--- src/rtl/connect_pkg.sv ---
// Shared types and default constants for the washer cycle controller.
package connect_pkg;

  typedef enum logic [3:0] {
    S_IDLE   = 4'd0,
    S_FILL   = 4'd1,
    S_WASH   = 4'd2,
    S_DRAIN  = 4'd3,
    S_RFILL  = 4'd4,
    S_RINSE  = 4'd5,
    S_RDRAIN = 4'd6,
    S_SPIN   = 4'd7,
    S_DONE   = 4'd8
  } state_t;

  localparam int FILL_T_DEF  = 4;
  localparam int WASH_T_DEF  = 8;
  localparam int DRAIN_T_DEF = 3;
  localparam int RINSE_T_DEF = 4;
  localparam int SPIN_T_DEF  = 5;
  localparam int CNT_W_DEF   = 16;

  // Fixed phase order of a run; SPIN hands over to the single DONE cycle.
  function automatic state_t next_phase(input state_t s);
    case (s)
      S_FILL:   return S_WASH;
      S_WASH:   return S_DRAIN;
      S_DRAIN:  return S_RFILL;
      S_RFILL:  return S_RINSE;
      S_RINSE:  return S_RDRAIN;
      S_RDRAIN: return S_SPIN;
      S_SPIN:   return S_DONE;
      default:  return S_IDLE;
    endcase
  endfunction

endpackage

--- src/rtl/connect_phase_timer.sv ---
// Loadable phase down-counter; holds while disabled, flags terminal count.
module connect_phase_timer #(
  parameter int CNT_W = 16
) (
  input  logic             clk,
  input  logic             reset,
  input  logic             ld,
  input  logic [CNT_W-1:0] ld_val,
  input  logic             en,
  output logic             zero
);

  logic [CNT_W-1:0] cnt_q;

  // Load wins over counting; counting stops at zero and freezes while disabled.
  always_ff @(posedge clk) begin
    if (reset) begin
      cnt_q <= '0;
    end else if (ld) begin
      cnt_q <= ld_val;
    end else if (en && (cnt_q != '0)) begin
      cnt_q <= cnt_q - CNT_W'(1);
    end
  end

  assign zero = (cnt_q == '0);

endmodule

--- src/rtl/connect.sv ---
// Washer cycle controller: start qualification, phase sequencing and
// actuator decode with door-open gating.
//
// state  | meaning
// IDLE   | waiting for a qualified start edge
// FILL   | water valve open, FILL_T per load unit
// WASH   | agitator + motor, WASH_T per load unit
// DRAIN  | drain pump, DRAIN_T
// RFILL  | rinse fill, FILL_T per load unit
// RINSE  | agitator + motor, RINSE_T
// RDRAIN | drain pump, DRAIN_T
// SPIN   | motor high speed + pump, SPIN_T
// DONE   | single-cycle end marker, back to IDLE
module connect
  import connect_pkg::*;
#(
  parameter int FILL_T  = FILL_T_DEF,
  parameter int WASH_T  = WASH_T_DEF,
  parameter int DRAIN_T = DRAIN_T_DEF,
  parameter int RINSE_T = RINSE_T_DEF,
  parameter int SPIN_T  = SPIN_T_DEF,
  parameter int CNT_W   = CNT_W_DEF
) (
  input  logic       clk,
  input  logic       reset,
  input  logic       door,
  input  logic       start,
  input  logic [1:0] load,
  output logic       agitator,
  output logic       motor,
  output logic       pump,
  output logic       speed,
  output logic       water
);

  state_t           state_q;
  state_t           state_next;
  logic             start_q;
  logic [1:0]       load_r;
  logic             start_ev;
  logic             accept;
  logic [1:0]       load_sel;
  logic [CNT_W-1:0] len;
  logic [CNT_W-1:0] tmr_val;
  logic             tmr_ld;
  logic             tmr_zero;

  function automatic logic [CNT_W-1:0] phase_len(input state_t s, input logic [1:0] l);
    logic [CNT_W-1:0] lw;
    lw = CNT_W'(l);
    case (s)
      S_FILL, S_RFILL:   return CNT_W'(FILL_T) * lw;
      S_WASH:            return CNT_W'(WASH_T) * lw;
      S_DRAIN, S_RDRAIN: return CNT_W'(DRAIN_T);
      S_RINSE:           return CNT_W'(RINSE_T);
      S_SPIN:            return CNT_W'(SPIN_T);
      default:           return '0;
    endcase
  endfunction

  assign start_ev = start && !start_q;
  assign accept   = (state_q == S_IDLE) && start_ev && !door && (load != 2'd0);

  // load_r is only valid after acceptance, so the FILL entry uses the live load.
  assign load_sel = (state_q == S_IDLE) ? load : load_r;
  assign len      = phase_len(state_next, load_sel);
  assign tmr_val  = (len == '0) ? '0 : len - CNT_W'(1);
  assign tmr_ld   = (state_next != state_q);

  connect_phase_timer #(
    .CNT_W (CNT_W)
  ) u_timer (
    .clk    (clk),
    .reset  (reset),
    .ld     (tmr_ld),
    .ld_val (tmr_val),
    .en     (!door),
    .zero   (tmr_zero)
  );

  // State register, start edge history and latched load size.
  always_ff @(posedge clk) begin
    if (reset) begin
      state_q <= S_IDLE;
      start_q <= 1'b0;
      load_r  <= 2'd0;
    end else begin
      state_q <= state_next;
      start_q <= start;
      if (accept) begin
        load_r <= load;
      end
    end
  end

  // Next state: qualified start leaves IDLE, terminal count with door closed advances.
  always_comb begin
    state_next = state_q;
    case (state_q)
      S_IDLE: if (accept) state_next = S_FILL;
      S_DONE: state_next = S_IDLE;
      default: if (!door && tmr_zero) state_next = next_phase(state_q);
    endcase
  end

  // Actuator decode from state; an open door forces everything off.
  always_comb begin
    agitator = 1'b0;
    motor    = 1'b0;
    pump     = 1'b0;
    speed    = 1'b0;
    water    = 1'b0;
    if (!door) begin
      case (state_q)
        S_FILL, S_RFILL: water = 1'b1;
        S_WASH, S_RINSE: begin
          agitator = 1'b1;
          motor    = 1'b1;
        end
        S_DRAIN, S_RDRAIN: pump = 1'b1;
        S_SPIN: begin
          motor = 1'b1;
          speed = 1'b1;
          pump  = 1'b1;
        end
        default: ;
      endcase
    end
  end

endmodule

--- config.mk ---
export PLATFORM = sky130hd
export DESIGN_NAME = connect
export DESIGN_NICKNAME = d
export VERILOG_FILES = /design/src/rtl/connect_pkg.sv /design/src/rtl/connect_phase_timer.sv /design/src/rtl/connect.sv
export SDC_FILE = /design/constraint.sdc
export NUM_CORES = 1
export LEC_CHECK = 0
export ABC_AREA = 1
export CELL_PAD_IN_SITES_DETAIL_PLACEMENT = 0
export CELL_PAD_IN_SITES_GLOBAL_PLACEMENT = 2
export CORE_UTILIZATION = 35
export CTS_BUF_LIST = sky130_fd_sc_hd__clkbuf_8
export CTS_CLUSTER_SIZE = 20
export DETAILED_ROUTE_END_ITERATION = 12
export GPL_TIMING_DRIVEN = 0
export PLACE_DENSITY = 0.78
export SLEW_MARGIN = 20
export SYNTH_ARGS = -nofsm -noshare
export SYNTH_HDL_FRONTEND = slang
export SYNTH_SLANG_ARGS = --single-unit
--- constraint.sdc ---
create_clock -name clk -period 2.7 [get_ports clk]
set_clock_uncertainty 0.15 [all_clocks]
set_input_delay 0.54 -clock clk [delete_from_list [all_inputs] [get_ports clk]]
set_output_delay 0.54 -clock clk [all_outputs]
set_load 0.01 [all_outputs]
==> reports/qor.csv, run 1 <==
stage,metric,value,unit
logic_synthesis,yosysTopAreaCell,dfxtp_1,
place,placed_area,1950,um^2
worst_setup_path,critical_path.top_delay_family,buffers and inverters,
drt,antenna_left,0,
worst_setup_path,cp_max_fo,6,
sta,fin_crit,2560,ps
drt,drc,0,
worst_setup_path,worstPathArrival,2630,ps
worst_setup_path,crit_type,input pin to flop,
worst_setup_path,crit_required,2770,ps
power,cellLeakagePower,0.888,nW
final_layout,drive_above_1_share,0.282,
final_layout,areaGrowthSynthToFinish,25.1,%
final_layout,multi_input_area,1310,um^2
sta,slew_headroom,0.561,
worst_setup_path,crit_chain,clkdlybuf4s50_1 -> inv_1 -> nor3_4 -> o211ai_4 -> nand3_2 -> nand2_4 -> inv_4 -> nor2_1 -> o21ai_2 -> ha_2 -> nand3_2 -> nor2_2 -> ha_1 -> inv_1 -> nand2_1 -> a21oi_2,
logic_synthesis,avgSynthCellArea,6.90,um^2
grt,grt_pass1_vias,1435,
logic_synthesis,yosys_warnings,0,
power,vdd_drop_max,401,uV
grt,overflow,0,
final_layout,fill_cells,526,
sta,tightestPinTransition,652,ps
worst_hold_path,hp-class,flop to flop,
drt,drt_pass1_iterations,5,
drt,drtIter0Drc,81,
drt,totalWireLength,4440,um
final_layout,fin_nets,289,
drt,route.layer.met1.wl,2270,um
clock_tree,clock_latency,280,ps
final_layout,stdcell_area,2210,um^2
worst_setup_path,cp-start-kind,input pin,
place,port_buffers,10,
worst_setup_path,slowest_stage,clkdlybuf4s50_1,
final_layout,mostFrequentLayoutCell,nand2_1,
die,die_y,73.0,um
sta,finalSetupViolations,0,
logic_synthesis,ys_types,34,
worst_setup_path,end_kind,flop,
die,die_w,73.0,um
die,dieArea,5330,um^2
logic_synthesis,netlist_instances,256,
worst_setup_path,max_stage_delay,450,ps
clock_tree,cts-root-buf,clkbuf_8,
logic_synthesis,ys_ff_latch,23,
run_status,status,"finished, final reports clean",
grt,antenna_found_initial,0,
drt,wire_per_inst,12.9,um
clock_tree,cts_buffers,3,
die,ios,11,
drt,vias_per_cell,4.84,
sta,hold_viol,0,
final_layout,final_cell_mix,"nand2_1, o21ai_1, nor2_1",
grt,grt_start_max_net_pins,15,
power,power_density,1020,nW/um^2
die,rows,25,
sta,post-route-period-util,0.948,
place,dp_hpwl,3300,um
drt,wl_met3,144,um
run,cap_violations,0,
clock_tree,cts_htree_levels,1,
worst_setup_path,critPathBufInv,4,
final_layout,diodes,0,
logic_synthesis,ys_seq_area_frac,0.261,
sta,slew_violations,0,
grt,grt_pass1_wl,7230,um
power,total_power,2.24,mW
final_layout,fin_util,0.461,
clock_tree,clkSlewWorstSetupHoldPaths,100,ps
final_layout,seq_area,468,um^2
drt,top_layer_used,met4,
clock_tree,clock-sinks,23,
drt,met2WireLength,1990,um
die,core_area,4790,um^2
clock_tree,cts_buffer_depth,2,
sta,max_freq,391,MHz
logic_synthesis,synth_top_area_frac,0.261,
clock_tree,cts_tree,yes,
logic_synthesis,synth_nets,267,
die,initial_core_util,0.369,
place,placed_cells,333,
final_layout,final_cells,344,
grt,grt_usage,0.178,
logic_synthesis,synthTopCellsByArea,"dfxtp_1, nand2_1, o21ai_1",
drt,vias,1665,
logic_synthesis,syn_area,1770,um^2
place,gp_congestion,0.780,
==> final timing paths <==
| path | startpoint | to | slack, ps | cells after the start |
|---|---|---|---|---|
| hold reg to reg | load_r[1]$_SDFFE_PP0P_ | load_r[1]$_SDFFE_PP0P_ | 310 | 2 |
| setup reg to reg | u_timer.cnt_q[0]$_SDFFE_PP0P_ | u_timer.cnt_q[4]$_SDFFE_PP0P_ | 180 | 17 |
| setup / recovery | start | u_timer.cnt_q[4]$_SDFFE_PP0P_ | 140 | 16 |
| hold / removal | load_r[1]$_SDFFE_PP0P_ | load_r[1]$_SDFFE_PP0P_ | 310 | 2 |
==> metrics by stage <==
stage / setup WS [ps] / hold slack (ps) / setup TNS [ps]
after floorplan: 222 / 275 / 0
after global placement: -761 / 298 / -11140
after detailed placement: -741 / 297 / -10690
after CTS: -42.2 / 314 / -42.2
after global routing: -17.6 / 339 / -32.8
final: 141 / 309 / 0
==> worst min-delay path, stage by stage, from the launching register on <==
cell and delay, ps:
dfxtp_1 310, inv_1 60, a21oi_1 60
==> kinds of logic after synthesis <==
group | after synthesis | share of synthesized area
xor+xnor | 15 | 0.0787
compound gates | 64 | 0.210
flops | 23 | 0.261
simple gates | 120 | 0.336
buf+inv | 29 | 0.0794
fa+ha+maj | 5 | 0.0354
==> cell usage after synthesis (all sizes together) <==
cell type	n
o21ai	40
dfxtp	23
a31oi	1
nor2	40
ha	5
a21oi	20
nor4	2
nand4	2
nand3	15
xor2	9
bufinv	1
a211oi	2
clkbuf	2
nand2	56
nor3	4
clkinv	1
o211ai	1
buf	2
xnor2	6
inv	23
nand3b	1
==> layer usage <==
metal	track usage	vias up
met5	0	-
met4	0.0261	0
met3	0.0331	2
met2	0.269	30
met1	0.266	735
li1	-	898
==> final cells by class <==
type                       count  share of cell area
clock inverter                 1             0.00340
buffer                         4              0.0136
timing repair buffer          17              0.0697
clock buffer                   3              0.0187
inverter                      25              0.0499
multi-input combinational    204               0.595
sequential                    23               0.212
tap                           67              0.0380
==> power breakdown <==
part,switching (mW),internal (mW),total (mW)
Sequential,0.138,0.443,0.580
Clock,0.134,0.105,0.239
Combinational,0.839,0.587,1.43
Total,1.11,1.13,2.24
==> state kept, by name (all words and copies together), names as in the netlist <==
name and count:
state_q 4, start_q 1, u_timer.cnt_q 16, load_r 2
==> what timing repair did <==
| action | 4_1_cts | 5_1_grt |
|---|---|---|
| cloned | 0 | 0 |
| resized for setup | 8 | 40 |
| pin swaps | 2 | 13 |
| setup endpoints to repair | 16 | 16 |
| buffers inserted | 2 | 5 |
| hold buffers | 0 | 0 |
(Power assumes the default switching activity.)
==> run 2: changes to the inputs <==
--- a/config.mk
+++ b/config.mk
@@ -5,10 +5,10 @@
 export SDC_FILE = /design/constraint.sdc
 export NUM_CORES = 1
 export LEC_CHECK = 0
-export ABC_AREA = 1
+export CAP_MARGIN = 20
 export CELL_PAD_IN_SITES_DETAIL_PLACEMENT = 0
 export CELL_PAD_IN_SITES_GLOBAL_PLACEMENT = 2
-export CORE_UTILIZATION = 35
+export CORE_UTILIZATION = 36
 export CTS_BUF_LIST = sky130_fd_sc_hd__clkbuf_8
 export CTS_CLUSTER_SIZE = 20
 export DETAILED_ROUTE_END_ITERATION = 12
==> run 2 against run 1 <==
Effect of this change:
- the flow now finishes with violations (negative setup slack)
- worst setup slack lost 860 ps
- critical endpoint unchanged
- synthesized cell count shrank 5.5%
- via count grew 20%
- sequential share of layout area shrank 3.8 points
- highest routed layer unchanged
- die area shrank 1.8%
==> reports/qor.csv, run 2 <==
stage,metric,value,unit,change
drt,drtIter0Drc,166,,+100%
final_layout,final_cell_mix,"buf_4, nor2_1, nor3_1, dfxtp_1, a21oi_1",,
sta,finalSetupViolations,16,,+16
final_layout,mostFrequentLayoutCell,buf_4,,
worst_hold_path,hold_depth,2,,unchanged
logic_synthesis,synthTopCellsByArea,"dfxtp_1, nor2_1, a21oi_1",,
clock_tree,clock-sinks,23,,unchanged
die,die_w,72.4,um,-0.92%
die,initial_core_util,0.375,,+0.00585
run_status,status,"finished, violations left",,
worst_setup_path,reg2reg_from,u_timer.cnt_q[9]$_SDFFE_PP0P_,,
sta,hold_viol,0,,unchanged
die,rows,25,,unchanged
logic_synthesis,ys_ff_latch,23,,unchanged
run_status,violations,negative setup slack,,
place,placed_area,2060,um^2,+5.6%
worst_setup_path,critPathBufInv,4,,unchanged
worst_hold_path,worstHoldStart,u_timer.cnt_q[9]$_SDFFE_PP0P_,,
worst_setup_path,r2r_end,u_timer.cnt_q[4]$_SDFFE_PP0P_,,
grt,antenna_found_initial,0,,unchanged
logic_synthesis,netlist_instances,242,,-5.5%
logic_synthesis,syn_area,1780,um^2,+0.92%
drt,antenna_left,0,,unchanged
drt,vias,1990,,+20%
drt,drt_pass1_iterations,6,,+1
place,dp_hpwl,3740,um,+13%
sta,finalSetupTns,-10320,ps,"-10,320 ps"
grt,grt_pass1_vias,1795,,+25%
sta,slew_headroom,0.424,,-0.137
logic_synthesis,ys_top_cells_by_count,"nor2_1, dfxtp_1, a21oi_1",,
logic_synthesis,yosys_warnings,0,,unchanged
place,gp_congestion,0.779,,-0.21%
sta,max_freq,292,MHz,-25%
worst_setup_path,crit_required,2740,ps,-30 ps
sta,post-route-period-util,1.27,,+0.320
die,ios,11,,unchanged
worst_setup_path,critical_path.top_delay_family,simple AND/OR/NAND/NOR gates,,
grt,grt_usage,0.233,,+0.0545
clock_tree,clock_latency,280,ps,about the same
clock_tree,cts_tree,yes,,
final_layout,multi_input_area,1560,um^2,+19%
die,core_area,4750,um^2,-0.65%
final_layout,final_cells,363,,+5.5%
sta,tightestPinTransition,853,ps,+201 ps
drt,wire_per_inst,16.4,um,+27%
place,pre_cts_ws,-1000,ps,-259 ps
power,cellLeakagePower,1.05,nW,+18%
drt,totalWireLength,5950,um,+34%
worst_setup_path,crit_type,flop to flop,,
worst_setup_path,max_stage_delay,560,ps,+110 ps
worst_setup_path,cp-startpoint,u_timer.cnt_q[9]$_SDFFE_PP0P_,,
logic_synthesis,ys_async_sr_fraction,0,,unchanged
logic_synthesis,yosysTopAreaCell,dfxtp_1,,
final_layout,largest-register,u_timer.cnt_q,,
final_layout,diodes,0,,unchanged
place,placed_cells,318,,-4.5%
final_layout,fin_nets,308,,+6.6%
worst_setup_path,crit_chain,or4_4 -> buf_8 -> or4_4 -> buf_6 -> nor2_4 -> buf_4 -> a21o_1 -> nor3b_2 -> o21ai_2 -> and3_4 -> ha_4 -> inv_2 -> a21oi_1 -> nor4_1,,
worst_setup_path,worstPathArrival,3460,ps,+830 ps
worst_setup_path,cp_max_fo,6,,unchanged
worst_setup_path,path_common_cell,or4_4,,
final_layout,drive_above_1_share,0.416,,+0.134
clock_tree,cts-root-buf,clkbuf_8,,
logic_synthesis,avgSynthCellArea,7.36,um^2,+6.8%
logic_synthesis,synth.most_common_cell,nor2_1,,
sta,setup_ws,-724,ps,-865 ps
worst_hold_path,hp-class,flop to flop,,
worst_setup_path,r2r_setup_slack,-720,ps,-900 ps
clock_tree,cts_buffer_depth,2,,unchanged
worst_setup_path,reg2reg_depth,14,,-3
worst_setup_path,end_kind,flop,,
sta,slew_violations,0,,unchanged
grt,grt_start_max_net_pins,14,,-1
clock_tree,hold_buffers,0,,unchanged
place,port_buffers,9,,-1
logic_synthesis,ys.flop_type,dfxtp_1,,
power,total_power,2.96,mW,+32%
final_layout,seq_area,475,um^2,+1.6%
clock_tree,cts_buffers,3,,unchanged
run,cap_violations,0,,unchanged
worst_hold_path,min_to,u_timer.cnt_q[9]$_SDFFE_PP0P_,,
logic_synthesis,synth_nets,253,,-5.2%
final_layout,top_regs,"u_timer.cnt_q (16), state_q (4), load_r (2)",,
grt,overflow,0,,unchanged
logic_synthesis,synth_top_area_frac,0.258,,-0.00238
clock_tree,cts_htree_levels,1,,unchanged
die,die_y,72.4,um,-0.92%
die,dieArea,5230,um^2,-1.8%
power,power_density,1080,nW/um^2,+6.2%
grt,grt_pass1_wl,9300,um,+29%
sta,hold_slack,378,ps,+69.0 ps
final_layout,fin_util,0.576,,+0.115
clock_tree,clkSlewWorstSetupHoldPaths,90,ps,about the same
power,vdd_drop_max,571,uV,+42%
logic_synthesis,ys_types,54,,+59%
drt,drc,0,,unchanged
final_layout,stdcell_area,2740,um^2,+24%
final_layout,fill_cells,446,,-15%
sta,fin_crit,3420,ps,+865 ps
worst_setup_path,slowest_stage,or4_4,,
logic_synthesis,synth_edf_count,0,,unchanged
final_layout,areaGrowthSynthToFinish,53.7,%,
worst_setup_path,cp-start-kind,flop,,
logic_synthesis,ys_seq_area_frac,0.258,,-0.00238
final_layout,largest_register_ffs,16,,unchanged
sta,rsz0062_at_grt,true,,
drt,vias_per_cell,5.48,,+13%
## run 2: cell count changes after synthesis, sizes merged, moves of 6 or more
cell    delta
nand2     -41
o21ai     -32
inv       -13
nor3      +12
clkbuf     +9
nand3      -9
nor4       +6
xor2       -6
## run 2: cell type report
cell class                 instances  share of cell area
buffer                            10              0.0333
sequential                        23               0.174
clock buffer                       3              0.0151
clock inverter                     1             0.00183
timing repair buffer              52               0.162
tap                               67              0.0306
multi-input combinational        197               0.569
inverter                          10              0.0146
## run 2: worst max-delay path by stage
| stage | end | slack [ps] | cells past startpoint |
|---|---|---|---|
| floorplan | u_timer.cnt_q[4]$_SDFFE_PP0P_ | -700 | 13 |
| global placement | u_timer.cnt_q[4]$_SDFFE_PP0P_ | -1010 | 12 |
| detailed placement | u_timer.cnt_q[4]$_SDFFE_PP0P_ | -1000 | 12 |
| CTS | u_timer.cnt_q[15]$_SDFFE_PP0P_ | -680 | 12 |
| global route | u_timer.cnt_q[15]$_SDFFE_PP0P_ | -830 | 12 |
| finish | u_timer.cnt_q[4]$_SDFFE_PP0P_ | -720 | 14 |
## run 2: kinds of logic (layout without fill, tap and decap cells)
kind of cell	count (synthesis)	count (layout)	share of synthesized area
multiplexers	6	6	0.0358
AND/OR/NAND/NOR	110	111	0.315
adder cells (fa/ha/maj)	6	6	0.0414
flip-flops	23	23	0.258
buffers and inverters	23	76	0.0541
XOR/XNOR	11	11	0.0541
AO/OA/AOI/OAI	63	63	0.241
## run 2: layer usage
layer / track usage / up-vias / wire length (um)
met5: 0 / - / 0
met4: 0.0697 / 0 / 63
met3: 0.0236 / 5 / 251
met2: 0.337 / 50 / 2650
met1: 0.357 / 935 / 2980
li1: - / 1000 / -
## run 2: worst register-to-register path, stage by stage, from the launching register on
cell and delay [ps]:
dfxtp_2 350, or4_4 540, buf_8 150, or4_4 570, buf_6 150, nor2_4 170
buf_4 140, a21o_1 160, nor3b_2 70, o21ai_2 150, and3_4 210, ha_4 200
inv_2 60, a21oi_1 60, nor4_1 220
## run 2: report_power, final
part           switching [mW]  internal (mW)  total, mW
clock network           0.135          0.104      0.239
registers               0.138          0.462      0.600
logic                    1.09           1.03       2.12
total                    1.37           1.59       2.96
## run 2: what timing repair did
| action | in CTS | in global routing |
|---|---|---|
| setup buffers | 26 | 17 |
| endpoints found under the setup margin | 21 | 19 |
| pin swaps | 24 | 25 |
| gates resized for setup | 62 | 22 |
| cloned | 1 | 0 |
| hold endpoints to repair | 0 | 0 |
